### config.mk
export PLATFORM = sky130hd
export DESIGN_NAME = serial_comp_ctrl_flat
export DESIGN_NICKNAME = d
export VERILOG_FILES = /design/src/rtl/serial_comp_ctrl_if.sv /design/src/rtl/serial_comp_ctrl.sv /design/src/flat_wrapper.sv
export SDC_FILE = /design/constraint.sdc
export NUM_CORES = 1
export LEC_CHECK = 0
export CAP_MARGIN = 20
export CORE_MARGIN = 2
export CORE_UTILIZATION = 52
export DETAILED_ROUTE_END_ITERATION = 16
export PLACE_DENSITY = 0.89
export SETUP_SLACK_MARGIN = 0.05
export SYNTH_ARGS = -nofsm -noshare
export SYNTH_HDL_FRONTEND = slang
export SYNTH_SLANG_ARGS = --single-unit
### constraint.sdc
create_clock -name clk -period 1.6 [get_ports clk]
set_input_delay 0.16 -clock clk [delete_from_list [all_inputs] [get_ports clk]]
set_output_delay 0.16 -clock clk [all_outputs]
set_load 0.02 [all_outputs]
### src/rtl/serial_comp_ctrl_if.sv
// Request/result bundle between a requester and the serial comparator sequencer.
interface serial_comp_ctrl_if #(
   parameter int unsigned WIDTH = 8
);
   localparam int unsigned CW = $clog2(WIDTH + 1);

   logic             start;
   logic [WIDTH-1:0] a;
   logic [WIDTH-1:0] b;
   logic             busy;
   logic             done;
   logic             lt;
   logic             eq;
   logic             gt;
   logic [CW-1:0]    cmp_cycles;

   modport master (
      output start, a, b,
      input  busy, done, lt, eq, gt, cmp_cycles
   );

   modport slave (
      input  start, a, b,
      output busy, done, lt, eq, gt, cmp_cycles
   );
endinterface

### src/rtl/serial_comp_ctrl.sv
// Serial MSB-first magnitude comparator sequencer driving one shared 1-bit
// compare slice (l/e/g). Returns lt/eq/gt plus the number of bit pairs examined,
// with a start/done handshake.
module serial_comp_ctrl #(
   parameter int unsigned WIDTH      = 8,
   parameter bit          EARLY_EXIT = 1'b1
) (
   input logic               clk,
   input logic               rst,
   serial_comp_ctrl_if.slave bus
);
   localparam int unsigned CW = $clog2(WIDTH + 1);
   localparam int unsigned IW = $clog2(WIDTH);

   typedef enum logic [1:0] {
      ST_IDLE,
      ST_RUN,
      ST_DONE
   } state_t;

   state_t           state_q;
   logic [WIDTH-1:0] sa_q;
   logic [WIDTH-1:0] sb_q;
   logic [IW-1:0]    idx_q;
   logic [CW-1:0]    cnt_q;
   logic             decided_q;
   logic             prime_q;
   logic             lt_r_q;
   logic             gt_r_q;

   logic             busy_q;
   logic             done_q;
   logic             lt_q;
   logic             eq_q;
   logic             gt_q;
   logic [CW-1:0]    cyc_q;

   logic             sl_x;
   logic             sl_y;
   logic             sl_l;
   logic             sl_g;
   logic             sl_e;
   logic             first_d;
   logic             finish_d;
   logic             fin_lt_d;
   logic             fin_gt_d;
   logic [CW-1:0]    cnt_d;

   // Shared 1-bit compare slice on the operand MSBs, plus the decision it implies.
   always_comb begin
      sl_x     = sa_q[WIDTH-1];
      sl_y     = sb_q[WIDTH-1];
      sl_l     = ~sl_x & sl_y;
      sl_g     = sl_x & ~sl_y;
      sl_e     = ~(sl_l | sl_g);
      first_d  = ~decided_q & ~sl_e;
      fin_lt_d = decided_q ? lt_r_q : sl_l;
      fin_gt_d = decided_q ? gt_r_q : sl_g;
      cnt_d    = cnt_q + 1'b1;
      finish_d = (idx_q == '0) || (EARLY_EXIT && first_d);
   end

   // Control FSM with registered handshake and result outputs.
   always_ff @(posedge clk) begin
      if (rst) begin
         state_q   <= ST_IDLE;
         sa_q      <= '0;
         sb_q      <= '0;
         idx_q     <= '0;
         cnt_q     <= '0;
         decided_q <= 1'b0;
         prime_q   <= 1'b0;
         lt_r_q    <= 1'b0;
         gt_r_q    <= 1'b0;
         busy_q    <= 1'b0;
         done_q    <= 1'b0;
         lt_q      <= 1'b0;
         eq_q      <= 1'b0;
         gt_q      <= 1'b0;
         cyc_q     <= '0;
      end else begin
         done_q <= 1'b0;
         case (state_q)
            ST_IDLE, ST_DONE: begin
               if (bus.start) begin
                  sa_q      <= bus.a;
                  sb_q      <= bus.b;
                  idx_q     <= IW'(WIDTH - 1);
                  cnt_q     <= '0;
                  decided_q <= 1'b0;
                  prime_q   <= 1'b1;
                  state_q   <= ST_RUN;
                  busy_q    <= 1'b1;
               end else begin
                  state_q <= ST_IDLE;
                  busy_q  <= 1'b0;
               end
            end
            ST_RUN: begin
               // First RUN cycle only lets the captured operands settle onto the
               // slice inputs; bit evaluation starts on the following edge, which
               // places done one cycle after the last examined bit pair.
               if (prime_q) begin
                  prime_q <= 1'b0;
               end else begin
                  cnt_q <= cnt_d;
                  sa_q  <= sa_q << 1;
                  sb_q  <= sb_q << 1;
                  idx_q <= idx_q - 1'b1;
                  if (first_d) begin
                     lt_r_q    <= sl_l;
                     gt_r_q    <= sl_g;
                     decided_q <= 1'b1;
                  end
                  if (finish_d) begin
                     state_q <= ST_DONE;
                     busy_q  <= 1'b0;
                     done_q  <= 1'b1;
                     lt_q    <= fin_lt_d;
                     gt_q    <= fin_gt_d;
                     eq_q    <= ~(fin_lt_d | fin_gt_d);
                     cyc_q   <= cnt_d;
                  end
               end
            end
            default: begin
               state_q <= ST_IDLE;
               busy_q  <= 1'b0;
            end
         endcase
      end
   end

   assign bus.busy       = busy_q;
   assign bus.done       = done_q;
   assign bus.lt         = lt_q;
   assign bus.eq         = eq_q;
   assign bus.gt         = gt_q;
   assign bus.cmp_cycles = cyc_q;
endmodule

### src/flat_wrapper.sv
// flat-port wrapper written by rule: the top's interface ports become plain ports
module serial_comp_ctrl_flat 
#(
   parameter int unsigned WIDTH      = 8,
   parameter bit          EARLY_EXIT = 1'b1
)
  (clk, rst, bus_start, bus_a, bus_b, bus_busy, bus_done, bus_lt, bus_eq, bus_gt, bus_cmp_cycles);
  serial_comp_ctrl_if #(.WIDTH(WIDTH)) bus_i ();
  input logic clk;
  input logic rst;
  input wire logic [$bits(bus_i.start)-1:0] bus_start;
  input wire logic [$bits(bus_i.a)-1:0] bus_a;
  input wire logic [$bits(bus_i.b)-1:0] bus_b;
  output wire logic [$bits(bus_i.busy)-1:0] bus_busy;
  output wire logic [$bits(bus_i.done)-1:0] bus_done;
  output wire logic [$bits(bus_i.lt)-1:0] bus_lt;
  output wire logic [$bits(bus_i.eq)-1:0] bus_eq;
  output wire logic [$bits(bus_i.gt)-1:0] bus_gt;
  output wire logic [$bits(bus_i.cmp_cycles)-1:0] bus_cmp_cycles;
  assign bus_i.start = bus_start;
  assign bus_i.a = bus_a;
  assign bus_i.b = bus_b;
  assign bus_busy = bus_i.busy;
  assign bus_done = bus_i.done;
  assign bus_lt = bus_i.lt;
  assign bus_eq = bus_i.eq;
  assign bus_gt = bus_i.gt;
  assign bus_cmp_cycles = bus_i.cmp_cycles;
  serial_comp_ctrl #(.WIDTH(WIDTH), .EARLY_EXIT(EARLY_EXIT)) u_core (.clk(clk), .rst(rst), .bus(bus_i));
endmodule
==> results of run 1 <==
worst reg2reg max path, stage by stage (launching register included):
cell	delay (ns)
dfxtp_2	0.35
inv_1	0.05
ha_1	0.34
o21ba_4	0.25
or3_1	0.31
a21oi_1	0.12
final cells by class:
type                            count  area share
Clock inverter                      2     0.00469
Tap cell                           44      0.0258
Clock buffer                        5      0.0176
Multi-Input combinational cell    137       0.404
Sequential cell                    38       0.357
Timing Repair Buffer               39       0.180
Inverter                            6      0.0105
cells in the mapped netlist, drive strengths merged (3+ instances only):
cell type / count
a311oi: 16
ha: 5
nand2: 34
nand2b: 8
a211oi: 6
buf: 12
inv: 6
dfxtp: 38
a21oi: 19
mux2i: 4
clkbuf: 4
o21ai: 3
nor3: 20
nand3: 6
cells in the final DEF, fill, tap and decap left out, types with 8 or more instances in the layout:
| cell type | count |
|---|---|
| dfxtp_1 | 37 |
| nand2_1 | 33 |
| clkdlybuf4s50_1 | 27 |
| nor3_1 | 19 |
| a21oi_1 | 19 |
| a311oi_1 | 16 |
| buf_4 | 10 |
| nand2b_1 | 8 |
state kept, by name, summed over array words and instances (netlist names):
| register | flops |
|---|---|
| u_core.bus.lt | 1 |
| u_core.bus.busy | 1 |
| u_core.bus.done | 1 |
| u_core.lt_r_q | 1 |
| u_core.prime_q | 1 |
| u_core.bus.eq | 1 |
| u_core.bus.cmp_cycles | 4 |
| u_core.gt_r_q | 1 |
| u_core.sa_q | 8 |
| u_core.decided_q | 1 |
| u_core.bus.gt | 1 |
| u_core.state_q | 2 |
| u_core.cnt_q | 4 |
| u_core.sb_q | 8 |
| u_core.idx_q | 3 |
kinds of logic (layout without fill, tap and decap cells):
| family | after synthesis | after routing | synth area share |
|---|---|---|---|
| simple gates | 75 | 75 | 0.220 |
| compound gates | 51 | 51 | 0.205 |
| flops | 38 | 38 | 0.444 |
| buf+inv | 22 | 52 | 0.0613 |
| fa+ha+maj | 5 | 5 | 0.0365 |
| mux | 4 | 4 | 0.0234 |
| xor+xnor | 2 | 2 | 0.0102 |
layer usage:
metal  vias to the layer above  routed length (um)
met1                       669                1560
met4                         0                  27
li1                        764                   -
met2                        34                1740
met3                         2                 137
met5                         -                   0
power groups by stage:
stage	logic, mW	clock network, mW	registers (mW)
finish	0.581	0.453	1.09
global route	0.650	0.516	1.10
CTS	0.574	0.466	1.09
detailed placement	0.568	0	1.11
global placement	0.552	0	1.11
floorplan	0.345	0	1.13
how the worst max path moves through the flow:
stage	startpoint	to	slack [ns]	cells after the start
after floorplan	u_core.sb_q[7]	u_core.bus.cmp_cycles[0]	0.14	5
after global placement	u_core.sb_q[7]	u_core.bus.cmp_cycles[0]	0.14	5
after detailed placement	u_core.sb_q[7]	u_core.bus.cmp_cycles[3]	0.05	5
after CTS	u_core.sb_q[7]	u_core.bus.cmp_cycles[0]	0.05	5
after global routing	u_core.sb_q[7]	u_core.bus.cmp_cycles[0]	0.03	5
final	u_core.sb_q[7]	u_core.bus.cmp_cycles[0]	0.12	5
repair_timing:
action                                  in CTS  in global routing
hold buffers                                 0                  0
gates resized for setup                      1                  4
hold endpoints to repair                     0                  0
endpoints found under the setup margin       4                 11
buffers inserted                             0                  0
==> results.md, run 1 <==
- Status: finished clean
- Setup crit start kind: flop
- Cell Chain, Critical Path: inv_1 > ha_1 > o21ba_4 > or3_1 > a21oi_1
- Fin. Hold Viols: 0
- Max_slew headroom: 0.746
- Final setup viols: 0
- Synth top area cells: dfxtp_1, a311oi_1, nand2_1
- Clock insertion delay at the later pin of the skew report: 0.33 ns
- TNS Setup: 0 ns
- Top FF cell, synth: dfxtp_1
- Crit. End Element: flop
- Achievable frequency: 0.678 GHz
- P_int: 1.47 mW
- Multi-input gate area in the final layout: 863 um2
- Critical path's largest stage delay: 0.35 ns
- Pwr/cell area: 996 nW/um2
- Die Span X: between 60 and 70 um
- Worst-Margin Slew: ~0.38 ns
- VDD IR max: approximately 730 uV
- FILL cells: approximately 250
- Post-Syn Instances: 197
- Clk pwr share: 0.213
- Initial antenna violation count: 0
- Largest net degree at the start of global routing: ~40
- Die Ht: 61.4 um
- Leading area contributor after synthesis: dfxtp_1
- Port bufs: 27
- Hold Slack: 0.371 ns
- Routed Antenna Nets: 0
- Post-Place Worst Slack: 0.0467 ns
- Worst hold path class: primary input to flop
- Clock buffer depth: 2
- Hold Path Cell Cnt: 3
- H-tree Lvls: 2
- FF+latch area: 762 um2
- Total die area: 3770 um2
- CP Data Required Time: 1.87 ns
- Critical path fanouts, max: 8
- CTS tree: built
- Setup WS post-layout: 0.124 ns
- Max_cap viols: 0
- Clock period minus worst slack: roughly 1.5 ns
- Clk_skew: 0.00592 ns
- Switch Pwr: 0.653 mW
- Core Box Area: 3100 um2
- Met1 usage: 0.280
- Vias per cell: ~5.4
- Leakage: 0.768 nW
- Seq pwr share: 0.514
- Net Sw Frac: 0.307
- Fin area: 2140 um2
- 1st-pass router iterations: 5
- FFs w/ async S/R, synth: 0
- Drt drc: 0
- Final wirelength: 3.46 mm
- Crit path DAT: 1.75 ns
- 1st-iter DRT viols: 99
- Grt ovf: 0
- Mapped Nets: between 200 and 250
- R2R Setup Slk: 0.12 ns
- Wire per inst: around 13 um
- Clk slew on worst S/H paths: 0.11 ns
- Power, Total: 2.13 mW
- Syn Std Cell Area: 1710 um2
- Sink Count: 38
- GR Layer Usage met3: 0.0378
- Number of global-route vias before repair: 1,387
- Placed cell areas: approximately 2100 um2
- WHS Endpoint: u_core.sa_q[0]
- CP bufs+invs: 1
- Area growth syn-to-layout: 24.6%
- Site row count: 20
- Cell count after placement: 264
- Netlist cell types: 32
- Hold path startpoint: bus_a[0]
- Yosys top cell area share: 0.444
- Clk root buf: clkbuf_4
- Reg-to-reg critical path endpoint: u_core.bus.cmp_cycles[0]
- DP Wirelength: about 2.4 mm
- Final net count: 251
- Number of flops mapped to enable cells by yosys: 0
- RSZ-0062 raised after global routing: yes
- Initial Utilization: 0.552
- Sequential cell area fraction in the yosys report: 0.444
- CP delay by family, top: compound AO/OA/AOI/OAI gates
- Final cell count without fillers: 271
- Slowest cell on the critical path: dfxtp_2
- Global routing usage on met2: 0.357
- Ratio of final minimum period to clock period: 0.922
- Combinational power share: 0.273
- Vias: 1,469
- FF-to-FF Start: u_core.sb_q[7]
- WS Path Type: flop to flop
- Layout cells sized above 1: 0.123
- CTS Buf Count: 5
- IO Count: 28
- Gr usage total: 0.218
- Avg Cell Area, Syn: about 8.7 um2
- GRT busiest layer: met2
- RePlAce Congestion: between 0.7 and 0.8
- FF-to-FF path depth: 5
- Synth warnings: 0
- Yosys reg bits: 38
- Core Util, Final: 0.688
- Fin. max-slew vios: 0
- First-pass GRT wire length: between 6 and 7 mm
- # diodes: 0
(Power assumes the default switching activity.)
==> inputs of run 2 (changes only) <==
- MAX_ROUTING_LAYER: unset -> met4
==> run 2 against run 1 <==
  * Combinational power about the same
  * Final cell count stayed put
  * Critical path depth is the same
  * Utilization stayed put
  * Highest routed layer unchanged
  * Fmax down 0.35%
  * Worst hold slack worse by 0.0016 ns
  * Clock-buffer cell count unchanged
==> results.md, run 2 (synthesis gave the netlist of run 1 again) <==
- Biggest regs: u_core.sa_q: 8 flops, u_core.sb_q: 8 flops
- Pwr/cell area: 997 nW/um2
- Fin. max-slew vios: 0
- VDD IR max: 724 uV
- CP Data Required Time: 1.87 ns
- Power, Total: 2.13 mW
- Clock period minus worst slack: 1.48 ns
- Final wirelength: around 3.5 mm
- Cell Chain, Critical Path: inv_1 > ha_1 > o21ba_4 > or3_1 > a21oi_1
- Critical path's largest stage delay: 0.35 ns
- TNS Setup: 0 ns
- Crit. End Element: flop
- Layout cells sized above 1: 0.123
- Die Ht: 61.4 um
- Sink Count: 38
- Core Util, Final: 0.688
- CTS tree: built
- Clock insertion delay at the later pin of the skew report: 0.34 ns
- Clk_skew: 0.0103 ns
- Slowest cell on the critical path: dfxtp_2
- First-pass GRT wire length: 6.04 mm
- Area growth syn-to-layout: 24.6%
- RSZ-0062 raised after global routing: yes
- Met3 WL post-DR: between 100 and 150 um
- Site row count: 20
- Clk root buf: clkbuf_4
- CTS Buf Count: 5
- Die Span X: 61.4 um
- Commonest cells after routing, fill and taps aside: dfxtp_1, nand2_1, clkdlybuf4s50_1
- Grt ovf: 0
- Initial Utilization: 0.552
- Post-Route M1 WL: 1.57 mm
- Setup crit start kind: flop
- Leakage: 0.768 nW
- Leading cell type in the layout, fill and taps excluded: dfxtp_1
- Clk slew on worst S/H paths: 0.11 ns
- Crit path DAT: 1.75 ns
- Gr usage total: 0.225
- Total die area: 3770 um2
- Vias per cell: approximately 5.4
- WS Path Type: flop to flop
- Worst-Margin Slew: 0.371 ns
- Largest net degree at the start of global routing: 41
- Ratio of final minimum period to clock period: 0.926
- Max_slew headroom: 0.752
- IO Count: 28
- Worst hold path class: primary input to flop
- Final net count: between 200 and 300
- DP Wirelength: between 2 and 2.5 mm
- RePlAce Congestion: a little over 0.8
- # diodes: 0
- Vias: 1,475
- H-tree Lvls: 2
- Initial antenna violation count: 0
- Fin. Hold Viols: 0
- Status: finished clean
- Number of global-route vias before repair: 1,386
- Port bufs: 27
- Critical path fanouts, max: 8
- Core Box Area: 3100 um2
- Routed wl met2: 1.73 mm
- Max_cap viols: 0
- Wire per inst: 12.8 um
- Drt drc: 0
- Final setup viols: 0
- Routed Antenna Nets: 0
- Hold Slack: 0.370 ns
- Clock buffer depth: 2
- Highest metal used: met4
- 1st-pass router iterations: 7
- Achievable frequency: 0.675 GHz
- 1st-iter DRT viols: approximately 100
-- run 2: cell counts in the layout (fill, tap and decap cells not counted) --
Identical to the previous run, type by type.
-- run 2: what timing repair did --
action | 4_1_cts | 5_1_grt
endpoints found under the setup margin | 4 | 11
setup buffers | 0 | 0
pin swaps | 0 | 0
resized for setup | 1 | 4
hold buffers | 0 | 0
-- run 2: path summary, 6_finish.rpt --
| kind | slack (ns) | start | end | cells after the start |
|---|---|---|---|---|
| worst max register to register | 0.12 | u_core.sb_q[7] | u_core.bus.cmp_cycles[0] | 5 |
| worst min register to register | 0.48 | u_core.sa_q[6] | u_core.sa_q[7] | 2 |
| worst max-delay path | 0.12 | u_core.sb_q[7] | u_core.bus.cmp_cycles[0] | 5 |
| worst min-delay path | 0.37 | bus_a[0] | u_core.sa_q[0] | 3 |
-- run 2: where the power goes --
group	switching [mW]	internal (mW)	total [mW]
Clock	0.297	0.158	0.455
Combinational	0.302	0.278	0.580
Sequential	0.0551	1.04	1.09
Total	0.654	1.47	2.13
-- run 2: critical path, delay by kind of cell, from the launching register on --
kind,cells,cell delay [ns]
and+or+nand+nor,1,0.31
DFF,1,0.35
buffers and inverters,1,0.05
adders and majority gates,1,0.34
AOI/OAI and AO/OA,2,0.37
-- run 2: cell type report --
type	count	area (um2)
fill	246	967
multi-input combinational	137	863
sequential	38	762
timing repair buffer	39	385
tap	44	55.1
clock buffer	5	37.5
inverter	6	22.5
clock inverter	2	10.0
-- run 2: routing by layer --
metal | global-route usage | vias up
met5 | - | -
met4 | 0.100 | 0
met3 | 0.0378 | 7
met2 | 0.356 | 31
met1 | 0.281 | 672
li1 | - | 765
-- run 2: through the flow --
stage                     setup slack (ns)  std cells  instance area [um2]
after detailed placement            0.0467        264                 2070
after global placement               0.136        264                 2070
after global routing                0.0258        271                 2140
after floorplan                      0.142        197                 1710
final                                0.119        271                 2140
after CTS                           0.0493        271                 2120
==> inputs of run 3 (changes only) <==
- CELL_PAD_IN_SITES_DETAIL_PLACEMENT: unset -> 1
- CELL_PAD_IN_SITES_GLOBAL_PLACEMENT: unset -> 1
- CORE_UTILIZATION: 52 -> 39
==> run 3 against run 2 <==
  * Critical endpoint unchanged
  * Global-route usage down 1.7 points
  * Final cell count up 4.1%
  * Design area up 5.0%
  * Fmax up 3.2%
  * Utilization down 17 points
  * Worst hold slack better by 0.052 ns
  * First-iteration DRC count down 15%
  * Die area up 31%
  * Clock skew down 0.0065 ns
  * Largest cell class unchanged
==> results.md, run 3 (synthesis gave the netlist of run 1 again) <==
- FILL cells: 520
- Post-CTS Setup Repair Bufs: 0
- Clock insertion delay at the later pin of the skew report: about 0.29 ns
- Area growth syn-to-layout: 30.9%
- CP Data Required Time: 1.83 ns
- Initial antenna violation count: 0
- Clk root buf: clkbuf_8
- Commonest cells after routing, fill and taps aside: dfxtp_1, nand2_1, clkdlybuf4s50_1
- Site row count: 24
- RSZ-0062 raised after global routing: no
- H-tree Lvls: 2
- Biggest regs: u_core.sa_q: 8 flops, u_core.sb_q: 8 flops
- Initial Utilization: 0.399
- Ratio of final minimum period to clock period: 0.897
- Power, Total: between 2 and 3 mW
- Fin. Hold Viols: 0
- Critical path fanouts, max: 8
- Vias per cell: 5.59
- Max_cap viols: 0
- Crit path DAT: 1.67 ns
- Final net count: 253
- Net Sw Frac: 0.292
- Clk slew on worst S/H paths: about 0.080 ns
- CTS Buf Count: 5
- WS Path Type: flop to flop
- Post-CTS Resized: 2
- Core Util, Final: 0.522
- Fin. max-slew vios: 0
- Max_slew headroom: 0.729
- Hold Slack: about 0.42 ns
- First-pass GRT wire length: roughly 8 mm
- Crit. End Element: flop
- IO Count: 28
- 1st-pass router iterations: 4
- CTS Hold Bufs: 0
- # diodes: 0
- TNS Setup: 0 ns
- Leading cell type in the layout, fill and taps excluded: dfxtp_1
- Gr usage total: 0.207
- Number of global-route vias before repair: approximately 1,700
- Leakage: 0.807 nW
- Clk_skew: 0.00376 ns
- Pwr/cell area: 1130 nW/um2
- RePlAce Congestion: 0.748
- Achievable frequency: 0.697 GHz
- Switch Pwr: about 0.74 mW
- Routed Antenna Nets: 0
- Final setup viols: 0
- Port bufs: 27
- Die Span X: 70.3 um
- P_int: 1.79 mW
- DP Wirelength: 3.01 mm
- Cell count after placement: around 270
- Clock period minus worst slack: 1.44 ns
- Wire per inst: 16.0 um
- Vias: 1,577
- Setup crit start kind: flop
- Drt drc: 0
- Layout cells sized above 1: 0.148
- Sink Count: 38
- Total die area: roughly 5000 um2
- Core Box Area: 4290 um2
- Final cell count without fillers: 282
- VDD IR max: 389 uV
- Grt ovf: 0
- Largest net degree at the start of global routing: 41
- Clk pwr share: 0.317
- Status: finished clean
- Seq pwr share: 0.434
- Worst hold path class: primary input to flop
- Worst-Margin Slew: 0.406 ns
- CTS tree: built
- Combinational power share: 0.249
- Die Ht: 70.3 um
- 1st-iter DRT viols: 87
- Final wirelength: 4.52 mm
- Clock buffer depth: 2
-- run 3: path summary, 6_finish.rpt --
check	start	endpoint	slack, ns	depth (start not counted)
worst max-delay path	u_core.sb_q[7]	u_core.bus.cmp_cycles[0]	0.16	5
worst min-delay path	bus_a[0]	u_core.sa_q[0]	0.42	3
worst max register to register	u_core.sb_q[7]	u_core.bus.cmp_cycles[0]	0.16	5
worst min register to register	u_core.idx_q[0]	u_core.idx_q[0]	0.47	1
-- run 3: critical path, stage by stage, from the launching register on --
cell and delay, ns:
dfxtp_1 0.37, inv_1 0.08, ha_4 0.26, o21ba_4 0.23
or3_1 0.31, a21oi_1 0.12
-- run 3: metrics by stage --
stage	worst slack, ns	cell area [um2]
finish	0.165	2240
global route	0.0648	2240
CTS	0.0797	2220
global placement	0.133	2100
floorplan	0.142	1710
detailed placement	0.0327	2100
-- run 3: power groups by stage --
stage / Sequential (mW) / Clock [mW] / Combinational [mW]
final: 1.10 / 0.802 / 0.631
after global routing: 1.11 / 0.869 / 0.700
after CTS: 1.10 / 0.823 / 0.618
after detailed placement: 1.12 / 0 / 0.591
after global placement: 1.11 / 0 / 0.568
after floorplan: 1.13 / 0 / 0.345
-- run 3: final cells by class --
| type | count | area [um2] | share of cell area |
|---|---|---|---|
| multi-input cells | 137 | 885 | 0.394 |
| flip-flops and latches | 38 | 762 | 0.340 |
| repair buffers | 41 | 400 | 0.178 |
| clock buffers | 5 | 68.8 | 0.0307 |
| well taps | 52 | 65.1 | 0.0290 |
| clock inverters | 3 | 40.0 | 0.0178 |
| inverters | 6 | 22.5 | 0.0100 |
-- run 3: per-layer routing --
metal  vias to the layer above  wire length [um]  part of all wire  track usage
li1                        767                 -                 -            -
met1                       785              2040              0.45        0.252
met2                        21              2330              0.52        0.344
met3                         4                95             0.021       0.0390
met4                         0                51             0.011       0.0705
met5                         -                 0                 0            -
